### config.mk
export PLATFORM = sky130hd
export DESIGN_NAME = spi_master_tx
export DESIGN_NICKNAME = d
export VERILOG_FILES = /design/src/rtl/spi_pkg.sv /design/src/rtl/spi_clk_div.sv /design/src/rtl/spi_master_tx.sv
export SDC_FILE = /design/constraint.sdc
export NUM_CORES = 1
export LEC_CHECK = 0
export CAP_MARGIN = 30
export CORE_MARGIN = 2
export CORE_UTILIZATION = 47
export DETAILED_ROUTE_END_ITERATION = 8
export PLACE_DENSITY = 0.71
export SLEW_MARGIN = 20
export SYNTH_ARGS = -nofsm -noshare
export SYNTH_HDL_FRONTEND = slang
export SYNTH_SLANG_ARGS = --single-unit
### constraint.sdc
create_clock -name clock -period 3.1 [get_ports clock]
set_clock_uncertainty 0.1 [all_clocks]
set_input_delay 0.93 -clock clock [delete_from_list [all_inputs] [get_ports clock]]
set_output_delay 0.93 -clock clock [all_outputs]
set_load 0.02 [all_outputs]
### src/rtl/spi_pkg.sv
// Shared types and constants for the SPI mode-0 word master.
package spi_pkg;

  typedef enum logic [2:0] {
    IDLE,
    SETUP,
    SHIFT,
    WAIT,
    HOLD,
    GAP
  } spi_state_e;

  localparam int unsigned SPI_WORD_W = 16;
  localparam logic        SCLK_IDLE  = 1'b0;

endpackage

### src/rtl/spi_clk_div.sv
// SCLK half-period tick generator: tick on count CLK_DIV-1, restartable.
module spi_clk_div #(
  parameter int unsigned CLK_DIV = 25
) (
  input  logic clock,
  input  logic reset,
  input  logic restart,
  output logic tick
);

  localparam int unsigned CW = (CLK_DIV > 1) ? $clog2(CLK_DIV) : 1;

  logic [CW-1:0] r_cnt;

  assign tick = (r_cnt == CW'(CLK_DIV - 1));

  always_ff @(posedge clock) begin
    if (reset || restart) begin
      r_cnt <= '0;
    end else if (tick) begin
      r_cnt <= '0;
    end else begin
      r_cnt <= r_cnt + CW'(1);
    end
  end

endmodule

### src/rtl/spi_master_tx.sv
// SPI mode-0 master: streams WIDTH-bit words MSB first on MOSI, captures MISO,
// frames CS around each io_in_last-terminated burst.
module spi_master_tx
  import spi_pkg::*;
#(
  parameter int unsigned WIDTH    = SPI_WORD_W,
  parameter int unsigned CLK_DIV  = 25,
  parameter int unsigned CS_SETUP = 1,
  parameter int unsigned CS_GAP   = 2
) (
  input  logic             clock,
  input  logic             reset,
  input  logic             io_in_valid,
  output logic             io_in_ready,
  input  logic [WIDTH-1:0] io_in_data,
  input  logic             io_in_last,
  output logic             io_rx_valid,
  output logic [WIDTH-1:0] io_rx_data,
  output logic             io_busy,
  output logic             io_spi_sclk,
  output logic             io_spi_mosi,
  output logic             io_spi_cs,
  input  logic             io_spi_miso
);

  localparam int unsigned BW      = (WIDTH > 1) ? $clog2(WIDTH) : 1;
  localparam int unsigned CNT_MAX = (CS_SETUP > CS_GAP) ? CS_SETUP : CS_GAP;
  localparam int unsigned CW      = $clog2(CNT_MAX + 1);

  spi_state_e r_state, w_state_nxt;

  logic [WIDTH-1:0] r_tx, r_rx, r_rx_data;
  logic [BW-1:0]    r_bit;
  logic [CW-1:0]    r_cnt;
  logic             r_last, r_sclk, r_mosi, r_cs, r_rx_valid, r_rx_done;

  logic w_tick, w_restart, w_ready, w_load, w_rise, w_fall, w_cs_off;
  logic w_bit_last, w_setup_done, w_gap_done;

  assign w_bit_last   = (r_bit == BW'(WIDTH - 1));
  assign w_setup_done = (r_cnt == CW'(CS_SETUP - 1));
  assign w_gap_done   = (r_cnt == CW'(CS_GAP - 1));

  spi_clk_div #(.CLK_DIV(CLK_DIV)) u_clk_div (
    .clock   (clock),
    .reset   (reset),
    .restart (w_restart),
    .tick    (w_tick)
  );

  always_ff @(posedge clock) begin
    if (reset) begin
      r_state <= IDLE;
    end else begin
      r_state <= w_state_nxt;
    end
  end

  // The final SETUP tick already produces the first rising edge, so the first
  // SCLK rise lands CS_SETUP half-periods after CS falls.
  always_comb begin
    w_state_nxt = r_state;
    w_ready     = 1'b0;
    w_load      = 1'b0;
    w_rise      = 1'b0;
    w_fall      = 1'b0;
    w_cs_off    = 1'b0;
    case (r_state)
      IDLE, WAIT: begin
        w_ready = 1'b1;
        if (io_in_valid) begin
          w_load      = 1'b1;
          w_state_nxt = SETUP;
        end
      end
      SETUP: begin
        if (w_tick && w_setup_done) begin
          w_rise      = 1'b1;
          w_state_nxt = SHIFT;
        end
      end
      SHIFT: begin
        if (w_tick) begin
          if (r_sclk == SCLK_IDLE) begin
            w_rise = 1'b1;
          end else begin
            w_fall = 1'b1;
            if (w_bit_last) begin
              if (r_last) begin
                w_state_nxt = HOLD;
              end else begin
                w_ready = 1'b1;
                if (io_in_valid) begin
                  w_load = 1'b1;
                end else begin
                  w_state_nxt = WAIT;
                end
              end
            end
          end
        end
      end
      HOLD: begin
        if (w_tick) begin
          w_cs_off    = 1'b1;
          w_state_nxt = GAP;
        end
      end
      GAP: begin
        if (w_tick && w_gap_done) begin
          w_state_nxt = IDLE;
        end
      end
      default: w_state_nxt = IDLE;
    endcase
    w_restart = (w_state_nxt != r_state);
  end

  always_ff @(posedge clock) begin
    if (reset) begin
      r_tx       <= '0;
      r_rx       <= '0;
      r_rx_data  <= '0;
      r_bit      <= '0;
      r_cnt      <= '0;
      r_last     <= 1'b0;
      r_sclk     <= SCLK_IDLE;
      r_mosi     <= 1'b0;
      r_cs       <= 1'b1;
      r_rx_valid <= 1'b0;
      r_rx_done  <= 1'b0;
    end else begin
      r_rx_valid <= 1'b0;
      r_rx_done  <= 1'b0;
      if (w_restart) begin
        r_cnt <= '0;
      end else if (w_tick && (r_state == SETUP || r_state == GAP)) begin
        r_cnt <= r_cnt + CW'(1);
      end
      if (w_rise) begin
        r_sclk    <= ~SCLK_IDLE;
        r_rx      <= {r_rx[WIDTH-2:0], io_spi_miso};
        r_rx_done <= w_bit_last;
      end
      if (r_rx_done) begin
        r_rx_data  <= r_rx;
        r_rx_valid <= 1'b1;
      end
      if (w_fall) begin
        r_sclk <= SCLK_IDLE;
        if (!w_bit_last) begin
          r_bit  <= r_bit + BW'(1);
          r_tx   <= {r_tx[WIDTH-2:0], 1'b0};
          r_mosi <= r_tx[WIDTH-2];
        end
      end
      // A load on the 16th fall overrides the shift so the next word starts at once.
      if (w_load) begin
        r_tx   <= io_in_data;
        r_last <= io_in_last;
        r_mosi <= io_in_data[WIDTH-1];
        r_cs   <= 1'b0;
        r_bit  <= '0;
      end
      if (w_cs_off) begin
        r_cs   <= 1'b1;
        r_mosi <= 1'b0;
      end
    end
  end

  assign io_in_ready = w_ready;
  assign io_rx_valid = r_rx_valid;
  assign io_rx_data  = r_rx_data;
  assign io_busy     = (r_state != IDLE) || w_load;
  assign io_spi_sclk = r_sclk;
  assign io_spi_mosi = r_mosi;
  assign io_spi_cs   = r_cs;

endmodule

==> impl_summary.log <==
[metrics] delay contributed by the slowest stage of the critical path: 0.41 ns
[metrics] total number of vias: 2,320
[metrics] Die X-Extent: 82.64 um
[metrics] count of pins on the block boundary: 43
[metrics] Starting Density: 48.80%
[metrics] GRT busiest layer: met2
[metrics] routed len/inst: 13.04 um
[metrics] buffer count from post-CTS setup fixing: 0
[metrics] most repeated cell in the gate-level netlist after synthesis: sky130_fd_sc_hd__dfxtp_1
[metrics] Leakage Power: 0.001378 uW
[metrics] overall overflow remaining after global route: 0
[metrics] number of nets with antenna violations after routing: 0
[metrics] Setup crit end kind: output port
[metrics] hold depth: 2
[metrics] Area growth syn-to-layout: 22.26%
[metrics] FF-to-FF Start: u_clk_div.r_cnt[0]
[metrics] pin count of the biggest net entering global routing: 41
[metrics] type of the worst setup path: input pin to output port
[metrics] met3 track utilization from global routing: 6.848%
[metrics] antenna violations before repair: 0
[metrics] number of buffers inserted for hold repair after clock tree synthesis: 0
[metrics] aggregate routed wire length: 5.711 mm
[metrics] Arrival @ worst endpoint: 1.92 ns
[metrics] minimum clock period: 2.945 ns
[metrics] kind of cell with the highest combined delay on the critical path: buffers and inverters
[metrics] global routing usage on met2: 27.26%
[metrics] estimated wirelength of the detail-placed design: 3.627 mm
[metrics] sort of element at the start of the critical path: input pin
[metrics] remaining routing DRC violations: 0
[metrics] Yosys warnings: 0
[metrics] Inserted Diodes: 0
[metrics] list of most frequent post-synthesis cells: sky130_fd_sc_hd__dfxtp_1 (67), sky130_fd_sc_hd__nor2_1 (53), sky130_fd_sc_hd__nand2_1 (38)
[metrics] result of the run: completed
[metrics] total die area: 0.006829 mm^2
[metrics] pin slew with the least headroom to its limit: 0.6784 ns
[metrics] RSZ-0062 raised after global routing: no
[metrics] final net count: 384
[metrics] clock latency reported for the late side of the worst-skew pair: 0.33 ns
[metrics] DRT iter0 DRCs: 94
[metrics] Port Buffers: 42
[metrics] Die Y-Extent: 82.64 um
[metrics] area of all sequential standard cells: 0.001341 mm^2
[metrics] Tightest Hold Check Type: flip-flop to flip-flop
[metrics] number of optimization iterations in the first detailed-route pass: 4
[metrics] met1 usage: 22.52%
[metrics] predominant post-synthesis flop cell: sky130_fd_sc_hd__dfxtp_1
[metrics] number of CTS-inserted buffers: 9
[metrics] number of global-route vias before repair: 2,048
[metrics] clock root buffer master: sky130_fd_sc_hd__clkbuf_8
[metrics] share of flip-flops with an asynchronous set or reset after synthesis: 0%
[metrics] worst hold slack after final layout: 0.3431 ns
[metrics] largest vdd supply drop: 0.3779 mV
[metrics] number of standard cells after synthesis: 314
[metrics] number of synthesized flops with an enable pin: 0
[metrics] clock tree from TritonCTS: done
[metrics] placement row count: 28
[metrics] WP buf/inv: 2
[metrics] final period utilization: 95.00%
[metrics] number of distinct library cell variants in the gate-level netlist after synthesis: 51
[metrics] number of non-filler instances in the completed layout: 438
[metrics] pwr dens: 461.0 mW/mm^2
[metrics] most area-consuming cells after synthesis: sky130_fd_sc_hd__dfxtp_1 (46%), sky130_fd_sc_hd__mux2i_1 (11%), sky130_fd_sc_hd__nor2_1 (6.8%)
[metrics] achievable frequency: 339.5 MHz
[metrics] number of fillers in the final layout: 517
[metrics] Avg Synthesized Cell Area: 9.256 um^2
[metrics] hold_sp: io_spi_cs
[metrics] Clock Tree Buf Depth: 2
[metrics] number of synthesized register bits: 67
[metrics] post-synth top area share: 46.15%
[metrics] fraction of the yosys area taken by sequential cells: 46.15%
[metrics] Post-Synthesis Net Count: 340
[metrics] slowest cell on the critical path: sky130_fd_sc_hd__clkdlybuf4s50_1
[metrics] worst slew slack as a fraction of its limit: 54.67%
[metrics] worst path required time: 2.07 ns
[metrics] number of failing hold endpoints at the final stage: 0
[metrics] global-route wire length before repair: 9.163 mm
[metrics] Worst R2R Path Depth: 7
[metrics] Placeable Area: 0.005956 mm^2
[metrics] clock edge transition at the registers on the reported setup and hold paths: 0.07 ns
[metrics] cell total after placement: 421
[metrics] capturing point of the worst reg2reg path: r_rx[6]
[metrics] capture endpoint of the worst hold path: io_spi_cs
[metrics] fraction of layout instances using a drive strength above 1: 10.74%
[metrics] final setup violation count: 0
[metrics] worst-path fanout max: 2
[metrics] Final GP Congestion: 0.8924
[metrics] via/cell ratio: 5.297
[metrics] # H-tree levels: 3
[metrics] area taken by multi-input logic gates: 0.001424 mm^2
[metrics] Max-Cap Viols: 0
[metrics] register-to-register setup slack: 0.75 ns
[metrics] ordered cell list for the critical path: clkdlybuf4s50_1 > or4_1 > clkbuf_2
[metrics] max-slew violation count: 0
[metrics] post-synthesis instance area: 0.002907 mm^2
[metrics] most area-hungry cell type in the Yosys netlist: sky130_fd_sc_hd__dfxtp_1
[metrics] CTS sink cnt: 67
[metrics] aggregate global-route resource usage: 17.46%
==> where the power goes <==
part           leakage (uW)  total, uW  internal (uW)  switching (uW)
Sequential         0.000544        894            881            12.8
Combinational      0.000755        121           57.4            63.2
Clock             0.0000787        623            290             333
Total               0.00138       1640           1230             409
==> worst min-delay path: stages (launching register included) <==
cell	delay, ns
sky130_fd_sc_hd__dfxtp_1	0.31
sky130_fd_sc_hd__nand2_1	0.05
sky130_fd_sc_hd__nand2_1	0.04
==> cell usage in the layout (no fill, tap or decap), types with 2 or more instances in the layout <==
master                            count
sky130_fd_sc_hd__nor3_1              11
sky130_fd_sc_hd__ha_1                 5
sky130_fd_sc_hd__nor4_1               4
sky130_fd_sc_hd__clkinv_2             2
sky130_fd_sc_hd__dfxtp_1             67
sky130_fd_sc_hd__inv_1                9
sky130_fd_sc_hd__nand2b_1             3
sky130_fd_sc_hd__xnor2_1              2
sky130_fd_sc_hd__o21ai_0              5
sky130_fd_sc_hd__a31oi_1              4
sky130_fd_sc_hd__nand2_1             38
sky130_fd_sc_hd__a211oi_1             2
sky130_fd_sc_hd__a311oi_1            13
sky130_fd_sc_hd__or4_1                2
sky130_fd_sc_hd__mux2i_1             33
sky130_fd_sc_hd__nand4_1              2
sky130_fd_sc_hd__nor2_1              53
sky130_fd_sc_hd__a21oi_1              5
sky130_fd_sc_hd__clkinvlp_4           3
sky130_fd_sc_hd__clkdlybuf4s50_1     39
sky130_fd_sc_hd__nor2b_1              2
sky130_fd_sc_hd__xor2_1               3
sky130_fd_sc_hd__nand3_1              7
sky130_fd_sc_hd__clkbuf_8             9
sky130_fd_sc_hd__o21a_1               2
sky130_fd_sc_hd__buf_4                8
==> per-stage QoR <==
step           TNS, ns  area (um^2)  utilization, %  setup slack [ns]  power [uW]
2_1_floorplan        0         2907               -            0.6222       983.7
3_5_place_dp   -0.2270         3372           56.62           -0.2270        1036
6_report             0         3553           59.66            0.1549        1638
4_1_cts              0         3541           59.45           0.01947        1660
5_1_grt              0         3553           59.66            0.1220        1714
3_3_place_gp   -0.2105         3372           56.62           -0.2105        1033
==> registers in the layout, summed over array words and instances (netlist names) <==
| signal | cells |
|---|---|
| io_rx_data | 16 |
| io_spi_cs | 1 |
| io_spi_mosi | 1 |
| r_tx | 15 |
| r_last | 1 |
| io_spi_sclk | 1 |
| r_rx | 16 |
| r_cnt | 2 |
| u_clk_div.r_cnt | 5 |
| io_rx_valid | 1 |
| r_bit | 4 |
| r_rx_done | 1 |
| r_state | 3 |
==> per-layer routing <==
metal / vias to the layer above / part of all wire (%)
met5: - / 0
met2: 41 / 46
met1: 1081 / 49
met4: 0 / 0.35
met3: 2 / 5.1
li1: 1196 / -
==> cell type report <==
type	count	area share, %
inverters	10	1.056
repair buffers	51	13.73
clock inverters	6	1.162
multi-input cells	219	40.07
clock buffers	10	3.592
flip-flops and latches	67	37.75
well taps	75	2.641
==> cell families (layout without fill, tap and decap cells) <==
family,Yosys count,count (layout),share of synthesized area [%]
AOI/OAI and AO/OA,43,43,11.58
xor gates and xnor gates,5,5,1.507
adders and majority gates,5,5,2.152
buffers and inverters,28,77,4.864
DFF,67,67,46.15
muxes,33,33,11.36
and+or+nand+nor,133,133,22.38
==> repair_timing <==
item	4_1_cts	5_1_grt
pin swaps	0	0
gates cloned	0	0
endpoints found under the setup margin	1	2
resized for setup	2	2
==> how the worst max path moves through the flow <==
stage,endpoint,slack [ns],cells after the start,start
2_1_floorplan,io_busy,0.62,1,io_in_valid
3_3_place_gp,io_busy,-0.21,3,io_in_valid
3_5_place_dp,io_busy,-0.23,3,io_in_valid
4_1_cts,io_busy,0.02,3,io_in_valid
5_1_grt,io_busy,0.12,3,io_in_valid
6_report,io_busy,0.15,3,io_in_valid
Power figures use the tool's default switching activity.
